**src/rtl/fft_seq_ctrl.sv**
```systemverilog
// Address/enable sequencer for an in-place radix-2 DIF FFT: one butterfly, one
// simple dual-port RAM, ping-pong banks per stage, and a bit-reversed readout.
module fft_seq_ctrl #(
  parameter int LOGN   = 4,
  parameter int BF_LAT = 3,
  parameter int STW    = 4
) (
  input  logic            iCLK,
  input  logic            iRST,
  input  logic            iSTART,
  input  logic            iCLR,
  input  logic            iOUT_RDY,
  output logic            oBUSY,
  output logic            oDONE,
  output logic            oRD_EN,
  output logic [LOGN:0]   oRADDR,
  output logic            oBF_EN,
  output logic            oBF_SEL,
  output logic [LOGN-2:0] oTW_IDX,
  output logic            oWR_EN,
  output logic [LOGN:0]   oWADDR,
  output logic [STW-1:0]  oSTAGE,
  output logic            oOUT_VALID
);

  localparam int N = 1 << LOGN;
  localparam logic [LOGN-1:0] LASTCNT = LOGN'(N - 1);
  localparam logic [STW-1:0] LASTSTG = STW'(LOGN - 1);
  localparam logic [3:0] DRAINEND = 4'(BF_LAT);
  localparam logic OUTBANK = 1'(LOGN % 2);

  typedef enum logic [2:0] {
    ST_IDLE  = 3'd0,
    ST_COMP  = 3'd1,
    ST_DRAIN = 3'd2,
    ST_OUT   = 3'd3,
    ST_DONE  = 3'd4
  } stateT;

  stateT           state, stateNxt;
  logic [LOGN-1:0] cnt, cntNxt;
  logic [STW-1:0]  stg, stgNxt;
  logic [3:0]      drn, drnNxt;

  // Per-read side information travelling one cycle behind oRD_EN.
  logic            rdComp, rdOut, selR;
  logic [LOGN-2:0] twR;
  logic            wrEnPipe [BF_LAT:0];
  logic [LOGN:0]   wrAddrPipe [BF_LAT:0];

  logic            rdEnNxt, rdCompNxt, rdOutNxt, selNxt, busyNxt, doneNxt;
  logic [LOGN:0]   raddrNxt;
  logic [LOGN-2:0] twNxt;
  logic [STW-1:0]  stageNxt;

  logic [LOGN-1:0] pW, lowW, highW, idxS, twW;
  int              sh;

  function automatic logic [LOGN-1:0] bitRev(input logic [LOGN-1:0] v);
    logic [LOGN-1:0] r;
    for (int i = 0; i < LOGN; i++) begin
      r[i] = v[LOGN-1-i];
    end
    return r;
  endfunction

  // Butterfly pair addressing: sel is spliced into p at bit LOGN-1-stage.
  always_comb begin
    sh    = LOGN - 1 - int'(stg);
    pW    = {1'b0, cnt[LOGN-1:1]};
    lowW  = pW & ((LOGN'(1'b1) << sh) - LOGN'(1'b1));
    highW = pW >> sh;
    idxS  = (highW << (sh + 1)) | (LOGN'(cnt[0]) << sh) | lowW;
    twW   = lowW << stg;
  end

  // Next-state and next-output decode.
  always_comb begin
    stateNxt  = state;
    cntNxt    = cnt;
    stgNxt    = stg;
    drnNxt    = drn;
    rdEnNxt   = 1'b0;
    raddrNxt  = {(LOGN+1){1'b0}};
    rdCompNxt = 1'b0;
    rdOutNxt  = 1'b0;
    selNxt    = 1'b0;
    twNxt     = {(LOGN-1){1'b0}};
    busyNxt   = 1'b1;
    doneNxt   = 1'b0;
    stageNxt  = stg;
    case (state)
      ST_IDLE: begin
        busyNxt  = 1'b0;
        stageNxt = {STW{1'b0}};
        if (iSTART) begin
          stateNxt = ST_COMP;
          cntNxt   = {LOGN{1'b0}};
          stgNxt   = {STW{1'b0}};
          drnNxt   = 4'd0;
        end else begin
          stateNxt = ST_IDLE;
        end
      end
      ST_COMP: begin
        rdEnNxt   = 1'b1;
        rdCompNxt = 1'b1;
        raddrNxt  = {stg[0], idxS};
        selNxt    = cnt[0];
        twNxt     = twW[LOGN-2:0];
        cntNxt    = cnt + LOGN'(1'b1);
        if (cnt == LASTCNT) begin
          stateNxt = ST_DRAIN;
          cntNxt   = {LOGN{1'b0}};
          drnNxt   = 4'd0;
        end else begin
          stateNxt = ST_COMP;
        end
      end
      // The last write of the stage leaves the pipe on the cycle drn hits BF_LAT.
      ST_DRAIN: begin
        if (drn == DRAINEND) begin
          drnNxt = 4'd0;
          if (stg == LASTSTG) begin
            stateNxt = ST_OUT;
          end else begin
            stgNxt   = stg + STW'(1'b1);
            stateNxt = ST_COMP;
          end
        end else begin
          drnNxt = drn + 4'd1;
        end
      end
      ST_OUT: begin
        if (iOUT_RDY) begin
          rdEnNxt  = 1'b1;
          rdOutNxt = 1'b1;
          raddrNxt = {OUTBANK, bitRev(cnt)};
          cntNxt   = cnt + LOGN'(1'b1);
          if (cnt == LASTCNT) begin
            stateNxt = ST_DONE;
            cntNxt   = {LOGN{1'b0}};
          end else begin
            stateNxt = ST_OUT;
          end
        end else begin
          stateNxt = ST_OUT;
        end
      end
      ST_DONE: begin
        doneNxt  = 1'b1;
        stateNxt = ST_IDLE;
      end
      default: begin
        busyNxt  = 1'b0;
        stateNxt = ST_IDLE;
      end
    endcase
  end

  // State, counters, output registers and the write delay line.
  always_ff @(posedge iCLK) begin
    if (iRST || iCLR) begin
      state      <= ST_IDLE;
      cnt        <= {LOGN{1'b0}};
      stg        <= {STW{1'b0}};
      drn        <= 4'd0;
      rdComp     <= 1'b0;
      rdOut      <= 1'b0;
      selR       <= 1'b0;
      twR        <= {(LOGN-1){1'b0}};
      oRD_EN     <= 1'b0;
      oRADDR     <= {(LOGN+1){1'b0}};
      oBF_EN     <= 1'b0;
      oBF_SEL    <= 1'b0;
      oTW_IDX    <= {(LOGN-1){1'b0}};
      oOUT_VALID <= 1'b0;
      oBUSY      <= 1'b0;
      oDONE      <= 1'b0;
      oSTAGE     <= {STW{1'b0}};
      for (int i = 0; i <= BF_LAT; i++) begin
        wrEnPipe[i]   <= 1'b0;
        wrAddrPipe[i] <= {(LOGN+1){1'b0}};
      end
    end else begin
      state      <= stateNxt;
      cnt        <= cntNxt;
      stg        <= stgNxt;
      drn        <= drnNxt;
      rdComp     <= rdCompNxt;
      rdOut      <= rdOutNxt;
      selR       <= selNxt;
      twR        <= twNxt;
      oRD_EN     <= rdEnNxt;
      oRADDR     <= raddrNxt;
      oBF_EN     <= rdComp;
      oBF_SEL    <= selR;
      oTW_IDX    <= twR;
      oOUT_VALID <= rdOut;
      oBUSY      <= busyNxt;
      oDONE      <= doneNxt;
      oSTAGE     <= stageNxt;
      wrEnPipe[0]   <= rdComp;
      wrAddrPipe[0] <= rdComp ? {~oRADDR[LOGN], oRADDR[LOGN-1:0]} : {(LOGN+1){1'b0}};
      for (int i = 1; i <= BF_LAT; i++) begin
        wrEnPipe[i]   <= wrEnPipe[i-1];
        wrAddrPipe[i] <= wrAddrPipe[i-1];
      end
    end
  end

  assign oWR_EN = wrEnPipe[BF_LAT];
  assign oWADDR = wrAddrPipe[BF_LAT];

endmodule

```
**config.mk**
```make
export PLATFORM = sky130hd
export DESIGN_NAME = fft_seq_ctrl
export DESIGN_NICKNAME = d
export VERILOG_FILES = /design/src/rtl/fft_seq_ctrl.sv
export SDC_FILE = /design/constraint.sdc
export NUM_CORES = 1
export LEC_CHECK = 0
export CORE_MARGIN = 2
export CORE_UTILIZATION = 50
export DETAILED_ROUTE_END_ITERATION = 8
export PLACE_DENSITY = 0.72
export SLEW_MARGIN = 15
export SYNTH_ARGS = -nofsm -noshare
export SYNTH_HDL_FRONTEND = slang
export SYNTH_SLANG_ARGS = --single-unit
```
**constraint.sdc**
```tcl
create_clock -name iCLK -period 4.1 [get_ports iCLK]
set_clock_uncertainty 0.2 [all_clocks]
set_input_delay 0.615 -clock iCLK [delete_from_list [all_inputs] [get_ports iCLK]]
set_output_delay 0.615 -clock iCLK [all_outputs]
set_load 0.03 [all_outputs]
```
==> results.yml, run 1 <==
outcome:
  outcome: "complete, no violations"
floorplanning:
  coreArea_um2: 5040
  ioPinCount: 29
  die_w_um: 75.6
  initial_core_util: 0.509
  rows: 26
  die_area_um2: 5720
  die_y_um: 75.6
grt:
  grt_pass1_wl_um: 8140
  grtUsageTotal: 0.194
  grt_remaining_overflow: 0
  antenna_found_initial: 0
  grt_pass1_vias: 1678
  grt_max_degree: 33
sta:
  period_share: 0.662
  max_clock_freq_mhz: 369
  hold_viol: 0
  slew_viol_final: 0
  layout_min_cycle_time_ns: 2.71
  rsz0062_at_grt: "false"
  relSlewSlack: 0.417
  setup_violations: 0
  tightest_slew_ns: 0.872
  setup_tns_ns: 0
yosys:
  synth-warning-count: 0
  avgSynthCellArea_um2: 9.47
  synth.top_cell.area_share: 0.484
  netlist_area_um2: 2570
  synth.area.top_cells: "dfxtp_1 48%, and2_1 7.1%, ha_1 3.4%, a21oi_1 3.1%, nor2_1 2.5%"
  synth_edf_count: 0
  synth-seq-area-share: 0.484
  yosysTopAreaCell: "dfxtp_1"
  synthDistinctLibCells: 55
  ys.flop_type: "dfxtp_1"
  ys_ff_latch: 62
  synth-async-reset-ratio: 0
  syn-num-nets: 283
  synthCells: 271
detailed_routing:
  vias: 1977
  routed_via_density: 5.40
  drt_iter0_drc: 126
  wire_per_inst_um: 13.8
  drt_first_pass_iters: 4
  drt-total-wl_um: 5060
  drtAntennaViolNets: 0
  drc: 0
clock_tree:
  clk_path_buf_depth: 2
  cts.repair.resized: 0
  cts.sinks: 62
  clk_latency_ns: 0.33
  numCtsBuffers: 9
  root_buffer: "clkbuf_8"
  cts_hold_buffers: 0
  clk_pin_slew_ns: 0.07
  h-tree-depth: 3
  cts_tree: "built"
  post_cts_buffers: 0
final_layout:
  final_util: 0.606
  final_cell_area_um2: 3060
  drive_gt1_frac: 0.0980
  seqCellArea_um2: 1240
  final_cell_mix: "62 x dfxtp_1, 29 x and2_1, 28 x clkdlybuf4s50_1, 17 x nor2_1, 16 x a21oi_1"
  layout_commonest_cell: "dfxtp_1"
  fin_nets: 303
  antenna_cells: 0
  syn2layout_area_growth_pct: 19.1
  fillers: 438
  multi_input_area_um2: 1210
setup_path:
  cp.arrival_ns: 2.76
  critPathTopFamily: "flip-flops"
  slowest_stage: "dfxtp_1"
  critical_path.cell_chain: "inv_1, ha_1, or4b_4, a2111oi_4, a221oi_2, a211oi_2"
  cp_num_buf_inv: 1
  end_kind: "flop"
  crit_type: "reg -> reg"
  max_stage_delay_ns: 0.79
  cp-start-kind: "flop"
  required_ns: 4.15
  cp_max_fo: 20
power:
  p_per_area_nw_per_um2: 379
  power_mw: 1.16
  power.leakage_nw: 1.11
  irDropWorstVdd_v: 0.000209
placement:
  place_congestion: 0.939
  hpwl_um: 3500
  place_area_um2: 2860
  port_buffers: 28
worst_hold_path:
  hp-class: "reg -> reg"
run:
  maxCapViolCount: 0
cells by family after synthesis:
group | after synthesis | share of synthesized area
compound gates | 51 | 0.142
mux | 2 | 0.00780
flops | 62 | 0.484
fa+ha+maj | 7 | 0.0341
xor+xnor | 3 | 0.0102
simple gates | 117 | 0.277
buf+inv | 29 | 0.0453
report_power, final:
part / total [mW] / switching, mW / internal (mW)
sequential: 0.606 / 0.00288 / 0.603
clock: 0.524 / 0.242 / 0.282
combinational: 0.0279 / 0.0172 / 0.0107
total: 1.16 / 0.262 / 0.896
synthesized netlist by cell type, types with 3 or more instances:
cell and number:
a21oi_1 16, and2_1 29, and3_1 7, buf_2 6
clkbuf_1 12, dfxtp_1 62, ha_1 7, inv_1 9
nand2_1 12, nand2b_1 3, nand3_1 7, nand4b_1 3
nor2_1 17, nor2b_1 5, nor3_1 8, nor3b_1 4
nor4_1 3, o21ai_0 9, o31ai_1 4
metrics by stage:
step / hold slack (ns) / setup slack, ns / std cells
after floorplan: 0.206 / 1.86 / 271
after global placement: 0.208 / 1.51 / 350
after detailed placement: 0.212 / 1.43 / 350
after CTS: 0.225 / 1.43 / 366
after global routing: 0.226 / 1.17 / 366
final: 0.221 / 1.39 / 366
path summary, 6_finish.rpt:
kind | endpoint | startpoint | depth (start not counted) | slack, ns
min | wrAddrPipe[1][3] | wrAddrPipe[0][3] | 1 | 0.22
max | oRADDR[1] | stg[0] | 6 | 1.39
min reg2reg | wrAddrPipe[1][3] | wrAddrPipe[0][3] | 1 | 0.22
max reg2reg | oRADDR[1] | stg[0] | 6 | 1.39
flip-flops by register name, indices dropped and copies added (netlist names), 3 cells and up:
name        cells
cnt             4
drn             4
oRADDR          5
oSTAGE          4
oTW_IDX         3
state           3
stg             4
twR             3
wrAddrPipe     20
wrEnPipe        3
metal layers:
layer / part of all wire / global-route usage
met1: 0.46 / 0.258
met2: 0.46 / 0.285
met3: 0.064 / 0.0608
met4: 0.014 / 0.0955
met5: 0 / 0
worst register-to-register path, cell delays in order, from the launching register on:
cell and delay [ns]:
dfxtp_1 0.79, inv_1 0.22, ha_1 0.31, or4b_4 0.55, a2111oi_4 0.29, a221oi_2 0.07, a211oi_2 0.20
final cells by class:
class,instances,share of cell area
well taps,70,0.0287
inverters,9,0.0111
multi-input cells,180,0.395
clock inverters,7,0.0242
repair buffers,29,0.0941
clock buffers,9,0.0405
flip-flops and latches,62,0.406
Power figures use the tool's default switching activity.
==> inputs of run 2 (changes only) <==
clock period = 2.55 ns   (was 4.1 ns; I/O delays follow)
==> run 2 against run 1 <==
Sequential share of layout area decreased by 0.53 points; wire length increased by 2.1%; global-route usage increased by 0.81 points; flip-flop and latch count unchanged; cell count increased by 1.4%; via count increased by 0.91%; non-clock buffer count increased by 5; register-to-register slack got worse by 1.2 ns; combinational power increased by 62%; core utilization increased by 0.79 points; clock-buffer cell count unchanged; die area unchanged; largest power group unchanged; highest routed layer unchanged.
==> results.yml, run 2 (synthesized netlist as in run 1, its figures left out) <==
setup_path:
  crit_type: "reg -> reg"
  reg2reg_to: "oRADDR[1]"
  end_kind: "flop"
  cp-start-kind: "flop"
  cp_max_fo: 8
  required_ns: 2.56
  r2r_start: "stg[3]"
  reg2reg_depth: 9
  reg2reg_setup_slack_ns: 0.19
  cp.arrival_ns: 2.36
detailed_routing:
  drc: 0
  drt_first_pass_iters: 4
  wire_per_inst_um: 13.9
  vias: 1995
  drt_iter0_drc: 103
  drt-total-wl_um: 5170
  drtAntennaViolNets: 0
  routed_via_density: 5.38
final_layout:
  fillers: 425
  antenna_cells: 0
  top_register: "wrAddrPipe"
  layout_commonest_cell: "dfxtp_1"
  multi_input_area_um2: 1210
  syn2layout_area_growth_pct: 20.7
  largest_reg_flops: 20
  top_regs: "wrAddrPipe: 20 flops, oRADDR: 5 flops"
  final_cell_mix: "62 x dfxtp_1, 29 x and2_1, 28 x clkdlybuf4s50_1, 17 x nor2_1, 16 x a21oi_1"
  seqCellArea_um2: 1240
  final_cell_area_um2: 3100
  fin_nets: 308
  drive_gt1_frac: 0.116
run:
  maxCapViolCount: 0
clock_tree:
  cts_hold_buffers: 0
  numCtsBuffers: 9
  clk_path_buf_depth: 2
  clk_latency_ns: 0.33
  h-tree-depth: 3
  cts.sinks: 62
  clk_pin_slew_ns: 0.07
  root_buffer: "clkbuf_8"
  cts_tree: "built"
sta:
  finalHoldWorstSlack_ns: 0.225
  layout_min_cycle_time_ns: 2.36
  hold_viol: 0
  rsz0062_at_grt: "false"
  tightest_slew_ns: 0.497
  setup_violations: 0
  max_clock_freq_mhz: 425
  slew_viol_final: 0
  setup_tns_ns: 0
  relSlewSlack: 0.668
  period_share: 0.924
grt:
  grtUsageTotal: 0.202
  antenna_found_initial: 0
  grt_remaining_overflow: 0
  grt_pass1_vias: 1699
  grt_max_degree: 33
  grt_pass1_wl_um: 8380
worst_hold_path:
  min-delay-start: "selR"
  whs_path_depth: 1
  min_to: "oBF_SEL"
  hp-class: "reg -> reg"
floorplanning:
  coreArea_um2: 5040
  die_area_um2: 5720
  die_y_um: 75.6
  ioPinCount: 29
  initial_core_util: 0.509
  rows: 26
  die_w_um: 75.6
placement:
  hpwl_um: 3590
  place_area_um2: 2900
  place_congestion: 0.816
  port_buffers: 28
power:
  power.leakage_nw: 1.13
  p_per_area_nw_per_um2: 602
  power_mw: 1.87
  irDropWorstVdd_v: 0.000248
outcome:
  outcome: "complete, no violations"
[run 2: final cells by class]
cell class,count,share of cell area
multi-input cells,180,0.391
clock inverters,7,0.0238
clock buffers,9,0.0400
repair buffers,34,0.105
flip-flops and latches,62,0.401
inverters,9,0.0109
well taps,70,0.0283
[run 2: layer usage]
metal / track usage / wire (µm) / vias up
met2: 0.300 / 2370 / 64
met5: 0 / 0 / -
met4: 0.0994 / 94 / 0
li1: - / - / 999
met3: 0.0622 / 356 / 8
met1: 0.268 / 2350 / 924
[run 2: stage by stage]
stage / instances / utilization / setup slack (ns)
3_3_place_gp: 355 / 0.574 / 0.248
3_5_place_dp: 355 / 0.574 / 0.212
2_1_floorplan: 271 / - / 0.306
5_1_grt: 371 / 0.614 / 0.0467
6_report: 371 / 0.614 / 0.195
4_1_cts: 371 / 0.614 / 0.169
[run 2: how the worst max path moves through the flow]
| stage | startpoint | end | slack [ns] | cells past startpoint |
|---|---|---|---|---|
| final | stg[3] | oRADDR[1] | 0.19 | 9 |
| after global routing | stg[3] | oRADDR[1] | 0.05 | 9 |
| after CTS | stg[3] | oRADDR[1] | 0.17 | 9 |
| after detailed placement | stg[3] | oRADDR[1] | 0.21 | 9 |
| after global placement | iCLR | oRADDR[3] | 0.25 | 5 |
| after floorplan | stg[2] | oRADDR[2] | 0.31 | 10 |
[run 2: repair_timing]
item / in CTS / in global routing
endpoints found under the setup margin: 0 / 1
buffers inserted: 0 / 0
hold endpoints to repair: 0 / 0
resized for setup: 0 / 1
[run 2: critical path: stages (launching register included)]
cell	delay, ns
dfxtp_1	0.32
inv_1	0.14
ha_2	0.27
or2b_1	0.25
nor2_1	0.22
inv_1	0.07
ha_1	0.31
nand2_1	0.07
a221oi_2	0.28
a211oi_2	0.08
[run 2: report_power, final]
| part | total (mW) | internal, mW | switching [mW] | leakage [nW] |
|---|---|---|---|---|
| registers | 0.975 | 0.970 | 0.00451 | 0.499 |
| logic | 0.0453 | 0.0172 | 0.0281 | 0.533 |
| clock network | 0.846 | 0.454 | 0.392 | 0.0996 |
| total | 1.87 | 1.44 | 0.425 | 1.13 |
